## src/rtl/vga_pkg.sv

```systemverilog
// Shared types and default timing for the 640x480@60 raster path.
// Holds scan phase encodings and the sync polarity.
package vga_pkg;

   typedef enum logic [1:0] {
      H_ACTV,
      H_FRNT,
      H_SYNC,
      H_BACK
   } h_state_t;

   typedef enum logic [1:0] {
      V_ACTV,
      V_FRNT,
      V_SYNC,
      V_BACK
   } v_state_t;

   localparam int DEF_DIV   = 4;
   localparam int DEF_H_ACT = 640;
   localparam int DEF_H_FP  = 16;
   localparam int DEF_H_SYN = 96;
   localparam int DEF_H_BP  = 48;
   localparam int DEF_V_ACT = 480;
   localparam int DEF_V_FP  = 10;
   localparam int DEF_V_SYN = 2;
   localparam int DEF_V_BP  = 33;

   localparam int H_TOT =
      DEF_H_ACT + DEF_H_FP + DEF_H_SYN + DEF_H_BP;
   localparam int V_TOT =
      DEF_V_ACT + DEF_V_FP + DEF_V_SYN + DEF_V_BP;

   localparam logic SYNC_ACT = 1'b0;

endpackage

```

## src/rtl/vga_scan_ctrl_pix_tick.sv

```systemverilog
// Pixel-rate enable: divides clk by DIV, gated by en.
// Also reused by the game-logic tick generator.
module pix_tick_gen #(
   parameter int DIV = 4
) (
   input  logic clk,
   input  logic clr,
   input  logic en,
   output logic pix_en
);

   localparam int W = (DIV > 1) ? $clog2(DIV) : 1;
   localparam logic [W-1:0] LAST = W'(DIV - 1);

   logic [W-1:0] div;

   // divider advances only while running; pulse follows the last count
   always_ff @(posedge clk or posedge clr) begin
      if (clr) begin
         div    <= '0;
         pix_en <= 1'b0;
      end else if (en) begin
         pix_en <= (div == LAST);
         div    <= (div == LAST) ? '0 : W'(div + 1'b1);
      end else begin
         pix_en <= 1'b0;
      end
   end

endmodule

```

## src/rtl/vga_scan_ctrl.sv

```systemverilog
// Raster scan controller: H/V phase machines, counters,
// and registered sync/video outputs aligned with the counters.
module vga_scan_ctrl
   import vga_pkg::*;
#(
   parameter int DIV   = DEF_DIV,
   parameter int H_ACT = DEF_H_ACT,
   parameter int H_FP  = DEF_H_FP,
   parameter int H_SYN = DEF_H_SYN,
   parameter int H_BP  = DEF_H_BP,
   parameter int V_ACT = DEF_V_ACT,
   parameter int V_FP  = DEF_V_FP,
   parameter int V_SYN = DEF_V_SYN,
   parameter int V_BP  = DEF_V_BP
) (
   input  logic       clk,
   input  logic       clr,
   input  logic       en,
   output logic       pix_en,
   output logic [9:0] hcnt,
   output logic [9:0] vcnt,
   output logic       hsync,
   output logic       vsync,
   output logic       video_on,
   output logic       line_start,
   output logic       frame_start
);

   localparam logic [9:0] H_E0 = 10'(H_ACT - 1);
   localparam logic [9:0] H_E1 = 10'(H_ACT + H_FP - 1);
   localparam logic [9:0] H_E2 = 10'(H_ACT + H_FP + H_SYN - 1);
   localparam logic [9:0] H_E3 =
      10'(H_ACT + H_FP + H_SYN + H_BP - 1);
   localparam logic [9:0] V_E0 = 10'(V_ACT - 1);
   localparam logic [9:0] V_E1 = 10'(V_ACT + V_FP - 1);
   localparam logic [9:0] V_E2 = 10'(V_ACT + V_FP + V_SYN - 1);
   localparam logic [9:0] V_E3 =
      10'(V_ACT + V_FP + V_SYN + V_BP - 1);

   h_state_t   h_st, h_nxt;
   v_state_t   v_st, v_nxt;
   logic [9:0] hcnt_nxt, vcnt_nxt;
   logic       step, h_wrap, v_wrap;

   pix_tick_gen #(.DIV(DIV)) u_tick (
      .clk    (clk),
      .clr    (clr),
      .en     (en),
      .pix_en (pix_en)
   );

   assign step   = pix_en & en;
   assign h_wrap = (hcnt == H_E3);
   assign v_wrap = (vcnt == V_E3);

   // next position and phase; only moves on a pixel tick
   always_comb begin
      h_nxt    = h_st;
      v_nxt    = v_st;
      hcnt_nxt = hcnt;
      vcnt_nxt = vcnt;
      if (step) begin
         hcnt_nxt = h_wrap ? '0 : hcnt + 10'd1;
         unique case (h_st)
            H_ACTV: if (hcnt == H_E0) h_nxt = H_FRNT;
            H_FRNT: if (hcnt == H_E1) h_nxt = H_SYNC;
            H_SYNC: if (hcnt == H_E2) h_nxt = H_BACK;
            H_BACK: if (hcnt == H_E3) h_nxt = H_ACTV;
            default: h_nxt = H_ACTV;
         endcase
         if (h_wrap) begin
            vcnt_nxt = v_wrap ? '0 : vcnt + 10'd1;
            unique case (v_st)
               V_ACTV: if (vcnt == V_E0) v_nxt = V_FRNT;
               V_FRNT: if (vcnt == V_E1) v_nxt = V_SYNC;
               V_SYNC: if (vcnt == V_E2) v_nxt = V_BACK;
               V_BACK: if (vcnt == V_E3) v_nxt = V_ACTV;
               default: v_nxt = V_ACTV;
            endcase
         end
      end
   end

   // phase and position registers
   always_ff @(posedge clk or posedge clr) begin
      if (clr) begin
         h_st <= H_ACTV;
         v_st <= V_ACTV;
         hcnt <= '0;
         vcnt <= '0;
      end else begin
         h_st <= h_nxt;
         v_st <= v_nxt;
         hcnt <= hcnt_nxt;
         vcnt <= vcnt_nxt;
      end
   end

   // outputs decoded from next phase so they line up with the counters
   always_ff @(posedge clk or posedge clr) begin
      if (clr) begin
         hsync       <= ~SYNC_ACT;
         vsync       <= ~SYNC_ACT;
         video_on    <= 1'b0;
         line_start  <= 1'b0;
         frame_start <= 1'b0;
      end else if (en) begin
         hsync       <= (h_nxt == H_SYNC) ? SYNC_ACT : ~SYNC_ACT;
         vsync       <= (v_nxt == V_SYNC) ? SYNC_ACT : ~SYNC_ACT;
         video_on    <= (h_nxt == H_ACTV) && (v_nxt == V_ACTV);
         line_start  <= step & h_wrap;
         frame_start <= step & h_wrap & v_wrap;
      end else begin
         line_start  <= 1'b0;
         frame_start <= 1'b0;
      end
   end

endmodule

```

## config.mk

```make
export PLATFORM = sky130hd
export DESIGN_NAME = vga_scan_ctrl
export DESIGN_NICKNAME = d
export VERILOG_FILES = /design/src/rtl/vga_pkg.sv /design/src/rtl/vga_scan_ctrl_pix_tick.sv /design/src/rtl/vga_scan_ctrl.sv
export SDC_FILE = /design/constraint.sdc
export NUM_CORES = 1
export LEC_CHECK = 0
export BUFFER_PORTS_ARGS = -buffer_cell sky130_fd_sc_hd__buf_2
export CAP_MARGIN = 10
export CORE_MARGIN = 2
export CORE_UTILIZATION = 47
export CTS_BUF_LIST = sky130_fd_sc_hd__clkbuf_4 sky130_fd_sc_hd__clkbuf_8 sky130_fd_sc_hd__clkbuf_16
export CTS_CLUSTER_SIZE = 12
export DETAILED_ROUTE_END_ITERATION = 16
export PLACE_DENSITY_LB_ADDON = 0.2
export SYNTH_ARGS = -nofsm -noshare
export SYNTH_HDL_FRONTEND = slang
export SYNTH_HIERARCHICAL = 1
export SYNTH_SLANG_ARGS = --single-unit
export TNS_END_PERCENT = 10
```

## constraint.sdc

```tcl
create_clock -name clk -period 1.9 [get_ports clk]
set_input_delay 0.095 -clock clk [delete_from_list [all_inputs] [get_ports clk]]
set_output_delay 0.095 -clock clk [all_outputs]
set_load 0.03 [all_outputs]
```

# After elaboration in Yosys (flattened, before gate mapping)
# Index checks and enable logic that the tools add are counted.
# totals
output_inout_bits	26
inputBits	3
reg_bits	32
word_cells	61
# classes
eq_ne	17
reduce_logical	6
n_addsub	3
bitwise	3
mux	21
# op_table
op	n
equality test 10 bit, second input constant	5
equality test 10 x 9 -> 1 bit, second input constant	3
2-to-1 mux 2 bit	12
adder 10 x 1 -> 10 bit, second input constant	2
2-to-1 mux 10 bit	2
case mux 2 bit (4 select lines)	2
equality test 2 bit, second input constant	7
logical NOT 2 bit	4
2-to-1 mux 1 bit	5
equality test 2 x 1 -> 1 bit, second input constant	2
AND 1 bit	3
adder 2 x 1 -> 2 bit, second input constant	1
AND reduction 2 bit	1
logical AND 1 bit	1

# Logic depth before layout (Yosys ltp)
# logic_depth
ltp_word	7
ltp_mapped	8
depth_no_buf	7

# Hierarchy
# The synthesis kept the hierarchy.
# modules_own_cells
mod	area_each_um2	instances	seq_area_each_um2	cells_each
vga_scan_ctrl	1546.5	1	728.2	159
pix_tick_gen	125.1	1	75.1	9

# Worst setup path before layout
# OpenSTA, ideal clock, no wires.
# synth_timing
kind	register to register
startpoint	reg hcnt[0]
endpoint	reg video_on
n_path_buf	1
path_stages_with_launch	8
setup_slack_ns	-0.203
synth_period_minus_slack_ns	2.103
setup_time_ns	0.103
t_required_ns	1.797
arrival_time_ns	1.999
path_cell_list	dfrtp_1 -> ha_1 -> and3_1 -> and2_1 -> clkbuf_1 -> and4b_1 -> or2_2 -> o41ai_2
# synth_via
elab_chain_len	6
word_cells_on_any_way	15
cone_classes	4 x eq/ne; 8 x mux; 3 x reduce/logical
# synth_lines
item	line	rtl
start: declaration	vga_scan_ctrl.sv:20	output logic [9:0] hcnt,
start signal: assignment	vga_scan_ctrl.sv:94	hcnt <= hcnt_nxt;
equality test 10 bit (on tied branches)	--	
2-to-1 mux 2 bit (on tied branches)	--	
case mux 2 bit (4 select lines) (*)	vga_scan_ctrl.sv:64	unique case (h_st)
2-to-1 mux 2 bit (*)	vga_scan_ctrl.sv:62	if (step) begin
net h_nxt[1]	vga_scan_ctrl.sv:40	h_state_t h_st, h_nxt;
logical NOT 2 bit (*)	vga_scan_ctrl.sv:110	video_on <= (h_nxt == H_ACTV) && (v_nxt == V_ACTV);
logical AND 1 bit (*)	vga_scan_ctrl.sv:110	
end signal: assignment	vga_scan_ctrl.sv:110	
end: declaration	vga_scan_ctrl.sv:24	output logic video_on,
# Mark *: on every way through the listed nets, which the timed path passes. The rest lies on a longest branch.
# A chain may end at the register's enable or synchronous reset.

# Final worst setup path
# layout_timing
startpoint	reg vcnt[6]
endpoint	reg vcnt[1]
# layout_via
elab_chain_len	2
# layout_lines
item	line	rtl
start: declaration	vga_scan_ctrl.sv:21	output logic [9:0] vcnt,
start signal: assignment	vga_scan_ctrl.sv:95	vcnt <= vcnt_nxt;
equality test 10 bit	vga_scan_ctrl.sv:54	assign v_wrap = (vcnt == V_E3);
2-to-1 mux 10 bit	vga_scan_ctrl.sv:72	vcnt_nxt = v_wrap ? '0 : vcnt + 10'd1;
# Every way passes these cells.

==> results by group <==
Clocking
  • TritonCTS clock tree: built
  • Max clock buf depth: 2
  • H-tree Lvls: 2
  • Sink Count: 32
  • Clk slew on worst S/H paths: ~100 ps
  • CTS buffer count: 5
  • Worst skew pair latency: roughly 330 ps
  • Root buffer cell: clkbuf_4

GRT
  • Total Routing Usage GR: 20.57%
  • Largest net degree at the start of global routing: 30
  • First-pass GRT wire length: 6568 um
  • Antenna violations before repair: 0
  • Grt ovf: 0
  • Vias in the first global route: around 1500

Synth
  • Ys Warns: 6
  • Asr flop ratio synth: between 90% and 100%
  • Syn avg cell area: approximately 10 um2
  • Primary FF master, synth: dfrtp_1
  • Cells after Synth: about 170
  • Yosys reg bits: 32
  • Mapped Nets: about 180
  • Netlist cell types: 49
  • Number of flops mapped to enable cells by yosys: 0
  • Sequential-to-total area share from yosys stat: between 40 and 50%
  • Post-Synthesis Cell Area: around 1700 um2

Placed design
  • HPWL after DPL: between 2000 and 3000 um
  • GP Congestion: roughly 0.81
  • Placed insts: between 200 and 300
  • PortBufs: 28
  • DP Area: about 2000 um2
  • Worst slack, placed: about 26 ps

Pwr
  • Peak VDD IR: 0.5311 mV
  • Total Power: 1.540 mW
  • P per Cell Area: approximately 720 nW/um2
  • LEAKAGE: approximately 1.1 nW

Detailed routing
  • DRC Markers: 0
  • 1st-iter DRT viols: 63
  • Average routed wire per standard cell: 14.53 um
  • Routed WL: 3851 um
  • First-pass DRT Iterations: 4
  • Vias post-DR: 1445
  • Vias per cell: around 5.5
  • DRT antenna net count: 0

Floorplanning
  • Die width: 63.64 um
  • I/O pin count: 29
  • Die height: 63.64 um
  • Die ar.: 4049 um2
  • Initial core utilization: 49.70%
  • FP Rows: 21
  • Core area: ~3400 um2

Setup path
  • RR Endpoint: vcnt[1]
  • Worst Path Arrival: 2060 ps
  • Critical Path Max Stage Delay: about 550 ps
  • CP Data Required Time: about 2100 ps
  • Slowest CP cell: or4_4
  • CP startpoint kind: flip-flop
  • Critical path endpoint category: flip-flop
  • Kind of critical path: flip-flop to flip-flop
  • WP depth: 5
  • Crit-path cells: or4_4 -> or2_4 -> or3_4 -> nand3_1 -> o21ai_0
  • CP Buf/Inv Count: 0
  • CP Max Fanout: 3
  • Worst reg2reg startpoint: vcnt[6]
  • FF-to-FF path depth: 5
  • R2R setup slack: just under 60 ps
  • Kind of cell adding the most delay to the critical path: simple AND/OR/NAND/NOR gates

Finish
  • Layout area overhead: 27.84%
  • Finished Core Util: a little under two thirds
  • Post-Layout Cell Count: between 200 and 300
  • Layout cell share with drive strength beyond 1: around two fifths
  • Final instance area: approximately 2100 um2
  • Nets: between 200 and 250
  • Ant. Diodes: 0

STA
  • Tcrit/Tclk final: 96.87%
  • Max Fclk: about 540 MHz
  • Slew @ Worst Pin: between 300 and 400 ps
  • Final critical-path required period: approximately 1800 ps
  • Final WS setup: 59.39 ps
  • Max-slew violations: 0
  • Max-slew headroom: between 70% and 80%
  • Unrepaired setup endpoints after global routing: true
  • Final hold vios: 0
  • Clock Skew: 6.929 ps
  • Endpoints failing setup: 0

Flow run
  • Total of max-cap violations: 0

Hold path
  • Worst Hold Path EP: vsync
  • Hold WC Path Type: input port to flip-flop
  • Worst Hold Depth: 2
  • HP Start: en

Outcome
  • Outcome: completed
## stage by stage
step	setup TNS, ps	hold slack [ps]
finish	0	86.25
global route	-9.701	93.45
CTS	0	73.46
detailed placement	0	-12.46
global placement	0	-31.67
floorplan	-12.68	-151.4
## how the worst max path moves through the flow
| stage | from | endpoint | slack [ps] |
|---|---|---|---|
| 2_1_floorplan | vcnt[6] | video_on | -8 |
| 3_3_place_gp | hcnt[0] | vcnt[4] | 50 |
| 3_5_place_dp | hcnt[0] | vcnt[4] | 30 |
| 4_1_cts | hcnt[0] | vcnt[4] | 30 |
| 5_1_grt | hcnt[9] | vcnt[9] | -10 |
| 6_report | vcnt[6] | vcnt[1] | 60 |
## cells in the mapped netlist, drive strengths merged (3+ instances only)
library cell  number  area, um2
nand2             21      78.83
nand3             11      55.05
dfrtp             30      750.7
xor2               5      43.79
a21oi              4      20.02
nor4               3      33.78
and2               3      20.02
nor2              10      37.54
buf                3      15.01
inv                7      26.27
nor3               5      25.02
o21ai             10      50.05
clkbuf             4      15.01
mux2               3      33.78
nand4              3      25.02
ha                 5      62.56
xnor2              6      52.55
## area by class of cell
cell class,count,area [um2]
well taps,46,57.56
fillers,303,1226
multi-input cells,122,863.3
inverters,7,31.28
clock buffers,8,66.31
repair buffers,50,307.8
flip-flops and latches,32,810.8
## metal layers
layer,up-vias,track usage [%],wire length [um]
met4,0,5.978,44
met1,718,23.82,1594
li1,693,-,-
met2,28,37.24,2085
met5,-,0,0
met3,6,5.179,127
## report_power, final
group	internal [mW]	switching, mW	total, mW	leakage (nW)
combinational	0.119	0.177	0.296	0.608
sequential	0.746	0.0564	0.803	0.404
clock	0.211	0.231	0.442	0.0394
## sequential cells by signal, indices dropped and copies added, names as in the netlist
name,count
v_st,2
u_tick/div,2
vcnt,10
frame_start,1
video_on,1
h_st,2
vsync,1
hcnt,10
u_tick/pix_en,1
hsync,1
line_start,1
## cells by family after synthesis
group                      count (synthesis)  synth area share (%)
and+or+nand+nor                           76                 26.20
DFF                                       32                 48.05
AOI/OAI and AO/OA                         27                 10.85
buffers and inverters                     14                 3.367
xor gates and xnor gates                  11                 5.763
adders and majority gates                  5                 3.743
muxes                                      3                 2.021
## what timing repair did
item	in CTS	in global routing
endpoints found under the hold margin	30	0
hold buffers	1	0
pin swaps	0	1
setup buffers	0	2
resized for setup	1	6
endpoints found under the setup margin	1	4
## cell usage in the layout (no fill, tap or decap), drive strengths merged, types with 2 or more instances in the layout
| cell type | instances |
|---|---|
| a21o | 2 |
| a21oi | 4 |
| and2 | 3 |
| and3 | 2 |
| and4b | 2 |
| buf | 49 |
| clkbuf | 8 |
| dfrtp | 30 |
| dfstp | 2 |
| ha | 5 |
| inv | 6 |
| mux2 | 3 |
| nand2 | 21 |
| nand2b | 2 |
| nand3 | 11 |
| nand4 | 3 |
| nor2 | 10 |
| nor2b | 2 |
| nor3 | 5 |
| nor3b | 2 |
| nor4 | 3 |
| o21ai | 10 |
| or2 | 2 |
| or3 | 2 |
| or4 | 2 |
| xnor2 | 6 |
| xor2 | 5 |
No activity file was read; power rests on OpenSTA's default activity.
